$ cat src/rtl/draw_rect_bounce.sv
// draw_rect_bounce: overlay stage that paints a solid rectangle over the background
// colour coming from the VGA background generator. The rectangle moves diagonally by
// STEP pixels per frame and bounces off the edges of the active area.
//
// Ports:
//   pclk, rst_n                  pixel clock (rising edge), async active-low reset
//   enable                       1 = rectangle moves once per frame, 0 = frozen
//   hcount_in .. vblnk_in        registered timing bus from the previous stage
//   r_in, g_in, b_in             background colour
//   hcount_out .. vblnk_out      timing bus delayed by one pclk
//   r_out, g_out, b_out          composited colour, registered (same 1-cycle latency)
//   xpos, ypos                   current rectangle left / top edge
module draw_rect_bounce #(
    parameter int unsigned H_ACTIVE   = 800,
    parameter int unsigned V_ACTIVE   = 600,
    parameter int unsigned RECT_W     = 64,
    parameter int unsigned RECT_H     = 48,
    parameter logic [11:0] RECT_COLOR = 12'hF70,
    parameter int unsigned STEP       = 2,
    parameter int unsigned INIT_X     = 100,
    parameter int unsigned INIT_Y     = 100
) (
    input  logic        pclk,
    input  logic        rst_n,
    input  logic        enable,
    input  logic [10:0] hcount_in,
    input  logic        hsync_in,
    input  logic        hblnk_in,
    input  logic [10:0] vcount_in,
    input  logic        vsync_in,
    input  logic        vblnk_in,
    input  logic [3:0]  r_in,
    input  logic [3:0]  g_in,
    input  logic [3:0]  b_in,
    output logic [10:0] hcount_out,
    output logic        hsync_out,
    output logic        hblnk_out,
    output logic [10:0] vcount_out,
    output logic        vsync_out,
    output logic        vblnk_out,
    output logic [3:0]  r_out,
    output logic [3:0]  g_out,
    output logic [3:0]  b_out,
    output logic [10:0] xpos,
    output logic [10:0] ypos
);

    // Direction encoding: bit 1 = moving up, bit 0 = moving left.
    localparam logic [1:0] DOWN_RIGHT = 2'b00;
    localparam logic [1:0] DOWN_LEFT  = 2'b01;
    localparam logic [1:0] UP_RIGHT   = 2'b10;
    localparam logic [1:0] UP_LEFT    = 2'b11;

    // All position arithmetic is done 12 bits wide so x+W and x+STEP cannot wrap.
    localparam logic [11:0] X_MAX   = 12'(H_ACTIVE - RECT_W);
    localparam logic [11:0] Y_MAX   = 12'(V_ACTIVE - RECT_H);
    localparam logic [11:0] W12     = 12'(RECT_W);
    localparam logic [11:0] H12     = 12'(RECT_H);
    localparam logic [11:0] STEP12  = 12'(STEP);
    localparam logic [10:0] STEP11  = 11'(STEP);
    localparam logic [10:0] INIT_X11 = 11'(INIT_X);
    localparam logic [10:0] INIT_Y11 = 11'(INIT_Y);

    logic [10:0] x_q, x_d;
    logic [10:0] y_q, y_d;
    logic [1:0]  dir_q, dir_d;
    logic        vblnk_d;
    logic        tick;
    logic        in_rect;
    logic [11:0] rgb_d;
    logic [11:0] x12, y12, hc12, vc12;
    logic        left_q, up_q, left_d, up_d;

    assign x12  = {1'b0, x_q};
    assign y12  = {1'b0, y_q};
    assign hc12 = {1'b0, hcount_in};
    assign vc12 = {1'b0, vcount_in};

    // First cycle of vertical blank: move the rectangle while nothing is being drawn.
    assign tick = vblnk_in & ~vblnk_d;

    assign xpos = x_q;
    assign ypos = y_q;

    always_comb begin
        in_rect = (hc12 >= x12) && (hc12 < x12 + W12) &&
                  (vc12 >= y12) && (vc12 < y12 + H12);
        if (hblnk_in || vblnk_in) begin
            rgb_d = {r_in, g_in, b_in};
        end else if (in_rect) begin
            rgb_d = RECT_COLOR;
        end else begin
            rgb_d = {r_in, g_in, b_in};
        end
    end

    always_comb begin
        left_q = (dir_q == DOWN_LEFT) || (dir_q == UP_LEFT);
        up_q   = (dir_q == UP_RIGHT)  || (dir_q == UP_LEFT);
        left_d = left_q;
        up_d   = up_q;
        x_d    = x_q;
        y_d    = y_q;

        if (tick && enable) begin
            // X axis
            if (!left_q) begin
                if (x12 + STEP12 > X_MAX) begin
                    x_d    = X_MAX[10:0];
                    left_d = 1'b1;
                end else begin
                    x_d = x_q + STEP11;
                end
            end else begin
                if (x12 < STEP12) begin
                    x_d    = 11'd0;
                    left_d = 1'b0;
                end else begin
                    x_d = x_q - STEP11;
                end
            end

            // Y axis, down = increasing
            if (!up_q) begin
                if (y12 + STEP12 > Y_MAX) begin
                    y_d  = Y_MAX[10:0];
                    up_d = 1'b1;
                end else begin
                    y_d = y_q + STEP11;
                end
            end else begin
                if (y12 < STEP12) begin
                    y_d  = 11'd0;
                    up_d = 1'b0;
                end else begin
                    y_d = y_q - STEP11;
                end
            end
        end

        case ({up_d, left_d})
            2'b00:   dir_d = DOWN_RIGHT;
            2'b01:   dir_d = DOWN_LEFT;
            2'b10:   dir_d = UP_RIGHT;
            default: dir_d = UP_LEFT;
        endcase
    end

    always_ff @(posedge pclk or negedge rst_n) begin
        if (!rst_n) begin
            hcount_out <= '0;
            hsync_out  <= 1'b0;
            hblnk_out  <= 1'b0;
            vcount_out <= '0;
            vsync_out  <= 1'b0;
            vblnk_out  <= 1'b0;
            r_out      <= '0;
            g_out      <= '0;
            b_out      <= '0;
            vblnk_d    <= 1'b0;
            x_q        <= INIT_X11;
            y_q        <= INIT_Y11;
            dir_q      <= DOWN_RIGHT;
        end else begin
            hcount_out <= hcount_in;
            hsync_out  <= hsync_in;
            hblnk_out  <= hblnk_in;
            vcount_out <= vcount_in;
            vsync_out  <= vsync_in;
            vblnk_out  <= vblnk_in;
            r_out      <= rgb_d[11:8];
            g_out      <= rgb_d[7:4];
            b_out      <= rgb_d[3:0];
            vblnk_d    <= vblnk_in;
            x_q        <= x_d;
            y_q        <= y_d;
            dir_q      <= dir_d;
        end
    end

endmodule
$ cat config.mk
export PLATFORM = sky130hd
export DESIGN_NAME = draw_rect_bounce
export DESIGN_NICKNAME = d
export VERILOG_FILES = /design/src/rtl/draw_rect_bounce.sv
export SDC_FILE = /design/constraint.sdc
export NUM_CORES = 1
export LEC_CHECK = 0
export ABC_AREA = 1
export BUFFER_PORTS_ARGS = -buffer_cell sky130_fd_sc_hd__buf_4
export CAP_MARGIN = 0
export CORE_MARGIN = 1.5
export CORE_UTILIZATION = 48
export CTS_CLUSTER_SIZE = 20
export DETAILED_ROUTE_END_ITERATION = 8
export GPL_TIMING_DRIVEN = 0
export MAX_ROUTING_LAYER = met4
export PLACE_DENSITY_LB_ADDON = 0.3
export SETUP_SLACK_MARGIN = 0.05
export SLEW_MARGIN = 20
export SYNTH_ARGS = -nofsm -noshare
export SYNTH_HDL_FRONTEND = slang
export SYNTH_SLANG_ARGS = --single-unit
$ cat constraint.sdc
create_clock -name pclk -period 2.3 [get_ports pclk]
set_clock_uncertainty 0.15 [all_clocks]
set_input_delay 0.23 -clock pclk [delete_from_list [all_inputs] [get_ports pclk]]
set_output_delay 0.23 -clock pclk [all_outputs]
set_load 0.03 [all_outputs]
After elaboration in Yosys (flattened, before gate mapping). Cells that the tools add are included.

Logic and storage cells: 60. Bits of input ports: 41. Register bits after elaboration: 62. Output and inout port bits: 60.

Order comparisons: 8. Mux-type cells: 17. Bitwise operators: 2. Add/sub/neg operators: 8. Reductions and logical operators: 8. Eq/ne operators: 5.

Operators with widths (count): 2-to-1 mux 11 bit (6); adder 11 x 2 -> 12 bit, second input constant (2); greater-than comparator 12 x 10 -> 1 bit, second input constant (2); less-than comparator 11 x 12 -> 1 bit (2); 2-to-1 mux 12 bit (2); adder 11 x 2 -> 11 bit, second input constant (2); greater-or-equal comparator 11 bit (2); less-than comparator 11 x 2 -> 1 bit, second input constant (2); subtractor 11 x 2 -> 11 bit, second input constant (2); adder 11 x 6 -> 12 bit, second input constant (1); adder 11 x 7 -> 12 bit, second input constant (1); 2-to-1 mux 1 bit (8); equality test 2 bit, second input constant (3); one-hot mux 2 bit (3 select lines) (1); equality test 2 x 1 -> 1 bit, second input constant (2); logical AND 1 bit (4); logical OR 1 bit (3); zero test 2 bit (1); AND 1 bit (1); inverter 1 bit (1).

Depth between registers and ports, before layout. Gate-level depths: netlist (run 1).

Depth in word-level cells: 7. Depth in mapped cells: 15. Gate-level depth less buffers: 14.

Worst setup path before layout (run 1). Ideal clock, no wire load.

Kind: register to register. Start point: reg y_q[4] (netlist: ypos[4]). End point: reg b_out[0]. Arrival time: 2.284 ns. Cell stages (with the launch flop): 16. Setup slack: -0.249 ns. Required time: 2.035 ns. Clock period less this slack: 2.549 ns. Buffers on the path: 1. Library setup time: 0.115 ns. Path through: dfrtp_1 > buf_2 > inv_1 > ha_1 > nor2_1 > nand3_1 > xor2_1 > ha_1 > nand2_1 > nor2_1 > nand2_1 > o211ai_1 > nor2_1 > nand2_2 > inv_2 > nor2_1.

Longest elaborated chain between the ends: 5. Elaborated cells between the ends (all ways): 7. Those cells by class: add/sub: 1; order compare: 2; mux: 2; reduce/logical: 2.

Ends and longest elaborated chain: start, declared (line 65) `logic [10:0] y_q, y_d;`; start signal, assigned (line 176) `y_q <= y_d;`; adder 11 x 6 -> 12 bit / greater-or-equal comparator 11 bit (equally long branches) (line 87) `(vc12 >= y12) && (vc12 < y12 + H12);`; less-than comparator 11 x 12 -> 1 bit / logical AND 1 bit (equally long branches) (line 87, 86); logical AND 1 bit (*) (line 87); 2-to-1 mux 12 bit (*) (line 90) `end else if (in_rect) begin`; 2-to-1 mux 12 bit (*) (line 88) `if (hblnk_in || vblnk_in) begin`; named net rgb_d[0] (line 70) `logic [11:0] rgb_d;`; end signal, assigned (line 173) `b_out <= rgb_d[3:0];`; end, declared (line 43) `output logic [3:0] b_out,`.

Mark *: on every way through the listed nets, which the timed path passes. The rest lies on a longest branch. A chain may end at the register's enable or synchronous reset.

Final worst setup path (run 1).
Start point: reg x_q[6] (netlist: xpos[6]). End point: reg r_out[3].

Longest elaborated chain between the ends: 7. Elaborated cells between the ends (all ways): 8. Those cells by class: add/sub: 1; order compare: 2; mux: 2; reduce/logical: 3.

Ends and longest elaborated chain: start, declared (line 64) `logic [10:0] x_q, x_d;`; start signal, assigned (line 161) `x_q <= INIT_X11;`; start signal, assigned (line 175) `x_q <= x_d;`; adder 11 x 7 -> 12 bit (line 86) `in_rect = (hc12 >= x12) && (hc12 < x12 + W12) &&`; less-than comparator 11 x 12 -> 1 bit (line 86); logical AND 1 bit (*) (2 in a row) (line 86); logical AND 1 bit (*) (line 87); 2-to-1 mux 12 bit (*) (line 90); 2-to-1 mux 12 bit (*) (line 88); named net rgb_d[11] (line 70); end signal, assigned (line 171) `r_out <= rgb_d[11:8];`; end, declared (line 41) `output logic [3:0] r_out,`.

Marks and branches as above.

==> results of run 1 <==
==> power groups by stage <==
stage / Sequential (mW) / Combinational, mW / Clock, mW
after global placement: 1.59 / 3.24 / 0
after global routing: 1.58 / 4.47 / 1.26
after CTS: 1.54 / 3.60 / 1.20
after floorplan: 1.91 / 2.03 / 0
after detailed placement: 1.60 / 3.30 / 0
final: 1.56 / 4.09 / 1.20
==> through the flow <==
stage / util / cell area, um^2 / hold slack (ns) / worst slack (ns) / std cells
final: 0.749 / 5820 / 0.376 / -0.298 / 774
after global routing: 0.749 / 5820 / 0.378 / -0.419 / 774
after floorplan: - / 3920 / -0.216 / -0.0859 / 492
after detailed placement: 0.616 / 4790 / 0.191 / -0.287 / 692
after global placement: 0.616 / 4790 / 0.190 / -0.231 / 692
after CTS: 0.712 / 5530 / 0.378 / -0.229 / 756
==> cells in the final DEF (no fill, tap or decap), drive strengths merged, types with 2 or more instances in the layout <==
cell type      n
ha            40
clkinvlp       2
bufinv         3
o2111ai        2
dlygate4sd3   39
buf          131
a22oi          3
dfstp          6
xor2          20
o211ai         2
o21ai         29
conb           2
nand3         27
a21oi         44
dfrtp         54
nand2         98
inv           60
nor3           5
o22ai          2
clkinv         3
nor2          65
clkbuf        17
nand4         12
==> critical path: cells and delay by family, from the launching register on <==
kind	cells	cell delay, ns
flip-flops	1	0.68
adder cells (fa/ha/maj)	2	0.52
AO/OA/AOI/OAI	1	0.12
buffers and inverters	4	0.29
AND/OR/NAND/NOR	6	0.73
==> registers in the layout, indices dropped and copies added (netlist names) <==
name and count:
ypos 10, hcount_out 11, hblnk_out 1, dir_q 2, vsync_out 1, b_out 4
hsync_out 1, g_out 4, xpos 10, vblnk_d 1, vcount_out 11, r_out 4
==> worst max path at each step <==
stage               startpoint       end  slack (ns)  cells past startpoint
floorplan              xpos[6]  b_out[0]       -0.09                     13
global placement       xpos[6]  b_out[0]       -0.23                     13
detailed placement     ypos[6]  b_out[2]       -0.29                     12
CTS                    xpos[6]  b_out[3]       -0.23                     13
global route           ypos[5]   ypos[1]       -0.42                     17
finish                 xpos[6]  r_out[3]       -0.30                     13
==> metal layers <==
metal	vias up	GRT usage	share of wire
li1	1955	-	-
met1	1954	0.356	0.41
met2	208	0.461	0.49
met3	33	0.0476	0.078
met4	0	0.103	0.023
met5	-	-	0
==> cell type report <==
| type | count | area, um^2 | area share |
|---|---|---|---|
| Clock buffer | 10 | 138 | 0.0237 |
| Buffer | 14 | 80.1 | 0.0138 |
| Inverter | 62 | 248 | 0.0426 |
| Sequential cell | 60 | 1520 | 0.261 |
| Clock inverter | 6 | 111 | 0.0191 |
| Multi-Input combinational cell | 357 | 2260 | 0.389 |
| Tap cell | 102 | 128 | 0.0219 |
| Timing Repair Buffer | 163 | 1340 | 0.230 |
==> cells by family after synthesis <==
logic type	Yosys count
DFF	60
AOI/OAI and AO/OA	84
xor gates and xnor gates	21
adders and majority gates	40
and+or+nand+nor	209
buffers and inverters	76
other	1
==> repair_timing <==
action	4_1_cts	5_1_grt
pin swaps	7	20
gates cloned	1	0
buffers inserted	8	19
hold buffers	39	0
setup endpoints to repair	23	32
hold endpoints to repair	92	0
gates resized for setup	13	48
==> results.toml, run 1 <==
[run_status]
status = "finished, violations left"
violations = "negative setup slack"

[global_routing]
globalRouteOverflowTotal = 0
grt_pass1_vias = 3871
grt_first_pass_wirelength_um = 18500
grt_max_degree = 61
antenna_found_initial = 0
grtUsageTotal = 0.284

[hold_path]
hold_path_class = "input port to async pin"

[yosys]
ys_seq_area_frac = 0.392
synth_edf_count = 0
synth_commonest_cells = "nand2_1 (95), nor2_1 (64), inv_1 (59)"
synthMuxAreaShare = 0
synth_top_family_by_area = "simple AND/OR/NAND/NOR gates"
synth-compound-area-share = 0.118
async_flop_share = 1.00
syn_avg_cell_area_um2 = 7.85
synth_most_common_cell = "nand2_1"
synth_warnings = 0
synth_xor_area_frac = 0.0477
synth-simple-area-share = 0.233
ys_seq_elements = 60
synth-main-ff-cell = "dfrtp_1"
synthTopCellsByArea = "dfrtp_1 (35%), ha_1 (13%), nand2_1 (9.3%), nor2_1 (6.2%), inv_1 (5.7%)"
synth_fa_ha_area_frac = 0.130
syn_area_um2 = 3850
synth_cell_types = 36
synth_top_area_frac = 0.351
syn_inst = 491
yosysTopAreaCell = "dfrtp_1"

[sta]
setup_viol_count_final = 22
slew_violations = 0
rsz0062_at_grt = "yes"
finalSetupTns_ns = -5.10
worst_pin_slew_ns = 0.788
hold_viol = 0
slew_headroom = 0.474
fmax_mhz = 385
setup_slack_ns = -0.298
finalCritPeriodShare = 1.13
period_needed_ns = 2.60

[clocking]
cts_tree = "done"
insertion_delay_ns = 0.35
cts_buffers = 9
cts-htree-levels = 3
cts_root_buf = "clkbuf_8"
clock-sinks = 60
clockBufferDepth = 2
clk_pin_slew_ns = 0.07

[setup_path]
crit_path_max_fanout = 8
worstPathArrival_ns = 2.69
crit_type = "flop to flop"
reg2reg_from = "xpos[6]"
reg2reg_depth = 13
r2r_setup_slack_ns = -0.30
slowest_stage = "dfstp_4"
endpoint_kind = "flop"
rr_endpoint = "r_out[3]"
critPathRequiredTime_ns = 2.39
startpoint_type = "flop"
crit_chain = "inv_6 -> ha_4 -> inv_2 -> ha_4 -> inv_2 -> or3_4 -> a21oi_2 -> nor2_1 -> nand2_1 -> nor2_1 -> nand2_2 -> buf_4 -> nand2_1"
slowest_delay_ns = 0.68

[pwr]
p_comb_frac = 0.597
power.switching_mw = 3.22
powerDensity_nw_per_um2 = 1180
clock_power_share = 0.175
total_leakage_power_nw = 2.90
internal_power_mw = 3.63
vdd_ir_drop_max_uv = 761
power.total_mw = 6.85
seqPwrFrac = 0.228
p_sw_frac = 0.470

[routing]
ant_nets = 0
drcViolationCount = 0
wirelength_um = 12400
drt_iter0_markers = 187
vias = 4150
dr.pass1.iters = 5
wire_per_inst_um = 16.0
viasPerCell = 5.36

[floorplan]
rows = 32
dieHeight_um = 92.6
initial_core_util = 0.496
die_area_um2 = 8570
core_um2 = 7770
io_pins = 101
dieWidth_um = 92.6

[place]
io_buffer_count = 98
gp_congestion = 0.912
dp_hpwl_um = 7370

[layout]
diodes = 0
drive_gt1_frac = 0.321
area_delta_synth_final_pct = 51.0
num-fill-cells = 518
layout.nets = 748

[job]
cap_violations = 0
(Power assumes the default switching activity.)
==> run 2, diff against run 1 <==
--- a/config.mk
+++ b/config.mk
@@ -8,8 +8,10 @@
 export ABC_AREA = 1
 export BUFFER_PORTS_ARGS = -buffer_cell sky130_fd_sc_hd__buf_4
 export CAP_MARGIN = 0
+export CELL_PAD_IN_SITES_DETAIL_PLACEMENT = 0
+export CELL_PAD_IN_SITES_GLOBAL_PLACEMENT = 2
 export CORE_MARGIN = 1.5
-export CORE_UTILIZATION = 48
+export CORE_UTILIZATION = 27
 export CTS_CLUSTER_SIZE = 20
 export DETAILED_ROUTE_END_ITERATION = 8
 export GPL_TIMING_DRIVEN = 0
==> run 2 against run 1 <==
The flow still finishes with violations (negative setup slack). Critical endpoint is now b_out[0]. Global-route usage is 12 points lower. Wire length is 2.6% lower. Sequential power hardly changed. Clock-buffer cell count is 1 lower. Clock power is 4% higher.
==> results.toml, run 2 (synthesis gave the netlist of run 1 again) <==
[floorplan]
core_um2 = 13900
rows = 43
dieHeight_um = 122
dieWidth_um = 122
die_area_um2 = 15000
initial_core_util = 0.278
io_pins = 101

[clocking]
clockBufferDepth = 2
cts_buffers = 9
clock-sinks = 60
cts-htree-levels = 3
cts_root_buf = "clkbuf_16"
insertion_delay_ns = 0.33
clk_pin_slew_ns = 0.06
cts_tree = "done"

[pwr]
clock_power_share = 0.180
powerDensity_nw_per_um2 = 1160
total_leakage_power_nw = 2.91
p_comb_frac = 0.594
seqPwrFrac = 0.226
vdd_ir_drop_max_uv = 380
power.switching_mw = 3.31
p_sw_frac = 0.476
power.total_mw = 6.96
internal_power_mw = 3.65

[place]
dp_hpwl_um = 8590
gp_congestion = 0.837
io_buffer_count = 98
placed_area_um2 = 4880

[setup_path]
reg2reg_from = "xpos[6]"
startpoint = "xpos[6]"
crit_type = "flop to flop"
reg2reg_depth = 13
rr_endpoint = "b_out[0]"
worstPathArrival_ns = 2.55
startpoint_type = "flop"
crit_path_max_fanout = 8
critPathRequiredTime_ns = 2.41
r2r_setup_slack_ns = -0.14
endpoint_kind = "flop"
cp-endpoint = "b_out[0]"

[run_status]
violations = "negative setup slack"
status = "finished, violations left"

[routing]
dr.pass1.iters = 4
viasPerCell = 4.56
wire_per_inst_um = 14.1
ant_nets = 0
vias = 3889
drcViolationCount = 0
drt_iter0_markers = 196
wirelength_um = 12000

[sta]
finalSetupTns_ns = -1.37
setup_viol_count_final = 12
setup_slack_ns = -0.141
rsz0062_at_grt = "yes"
fmax_mhz = 410
hold_viol = 0
slew_headroom = 0.468
worst_pin_slew_ns = 0.798
finalCritPeriodShare = 1.06
period_needed_ns = 2.44
slew_violations = 0

[layout]
area_delta_synth_final_pct = 56.0
reg_top3 = "hcount_out: 11 flops, vcount_out: 11 flops"
num-fill-cells = 1378
drive_gt1_frac = 0.335
diodes = 0
final_cell_mix = "buf_4 (127), nand2_1 (83), nor2_1 (53), dfrtp_1 (51), inv_1 (50)"
layout.nets = 748
final_common_cell = "buf_4"
postLayoutCoreUtil = 0.433
stdcell_area_um2 = 6010

[global_routing]
antenna_found_initial = 0
globalRouteOverflowTotal = 0
grtUsageTotal = 0.167
grt_pass1_vias = 3807
grt_first_pass_wirelength_um = 18700
grt_max_degree = 61

[hold_path]
hold_path_class = "input port to async pin"

[job]
cap_violations = 0
==> run 2: layer usage <==
layer	share of wire	wire length, um	GRT usage	vias to the layer above
li1	-	-	-	1958
met1	0.48	5800	0.222	1795
met2	0.44	5350	0.257	122
met3	0.055	657	0.0204	14
met4	0.018	216	0.0705	0
met5	0	0	-	-
==> run 2: layout make-up <==
cell class | count | area [um^2] | share of cell area
well taps | 180 | 225 | 0.0375
plain buffers | 14 | 81.3 | 0.0135
flip-flops and latches | 60 | 1520 | 0.252
repair buffers | 163 | 1330 | 0.220
clock buffers | 9 | 225 | 0.0375
clock inverters | 7 | 51.3 | 0.00853
inverters | 62 | 248 | 0.0412
multi-input cells | 357 | 2340 | 0.389
==> run 2: critical path, stage by stage, from the launching register on <==
cell     delay, ns
dfstp_4       0.67
inv_6         0.05
ha_4          0.26
inv_2         0.04
ha_4          0.26
inv_2         0.03
or3_1         0.31
a21oi_1       0.13
nor2_1        0.07
nand2_1       0.09
nor2_2        0.05
nand2_4       0.11
inv_4         0.05
nor2_1        0.09
==> run 2: how the worst min path moves through the flow <==
stage,start,end,slack [ns],cells after the start
after global routing,hcount_in[0],hcount_out[0],0.40,2
after global placement,vsync_in,vsync_out,0.19,1
after detailed placement,vsync_in,vsync_out,0.19,1
final,rst_n,ypos[3],0.39,2
after floorplan,rst_n,b_out[0],-0.22,0
after CTS,vsync_in,vsync_out,0.39,2
==> run 2: repair_timing <==
item	4_1_cts	5_1_grt
pin swaps	17	23
gates cloned	1	0
buffers inserted	13	13
resized for setup	33	44
endpoints found under the setup margin	30	33
endpoints found under the hold margin	92	0
hold buffers	39	0
==> run 2: per-stage QoR <==
step | setup slack (ns) | hold WS [ns] | std cells
floorplan | -0.0859 | -0.216 | 492
global placement | -0.329 | 0.189 | 770
detailed placement | -0.340 | 0.191 | 770
CTS | -0.192 | 0.388 | 839
global route | -0.208 | 0.396 | 852
finish | -0.141 | 0.387 | 852
==> run 2: power by group through the flow <==
stage,logic (mW),clock network [mW],registers [mW]
finish,4.14,1.25,1.57
global route,4.60,1.35,1.60
CTS,3.83,1.30,1.55
detailed placement,3.38,0,1.61
global placement,3.38,0,1.61
floorplan,2.03,0,1.91
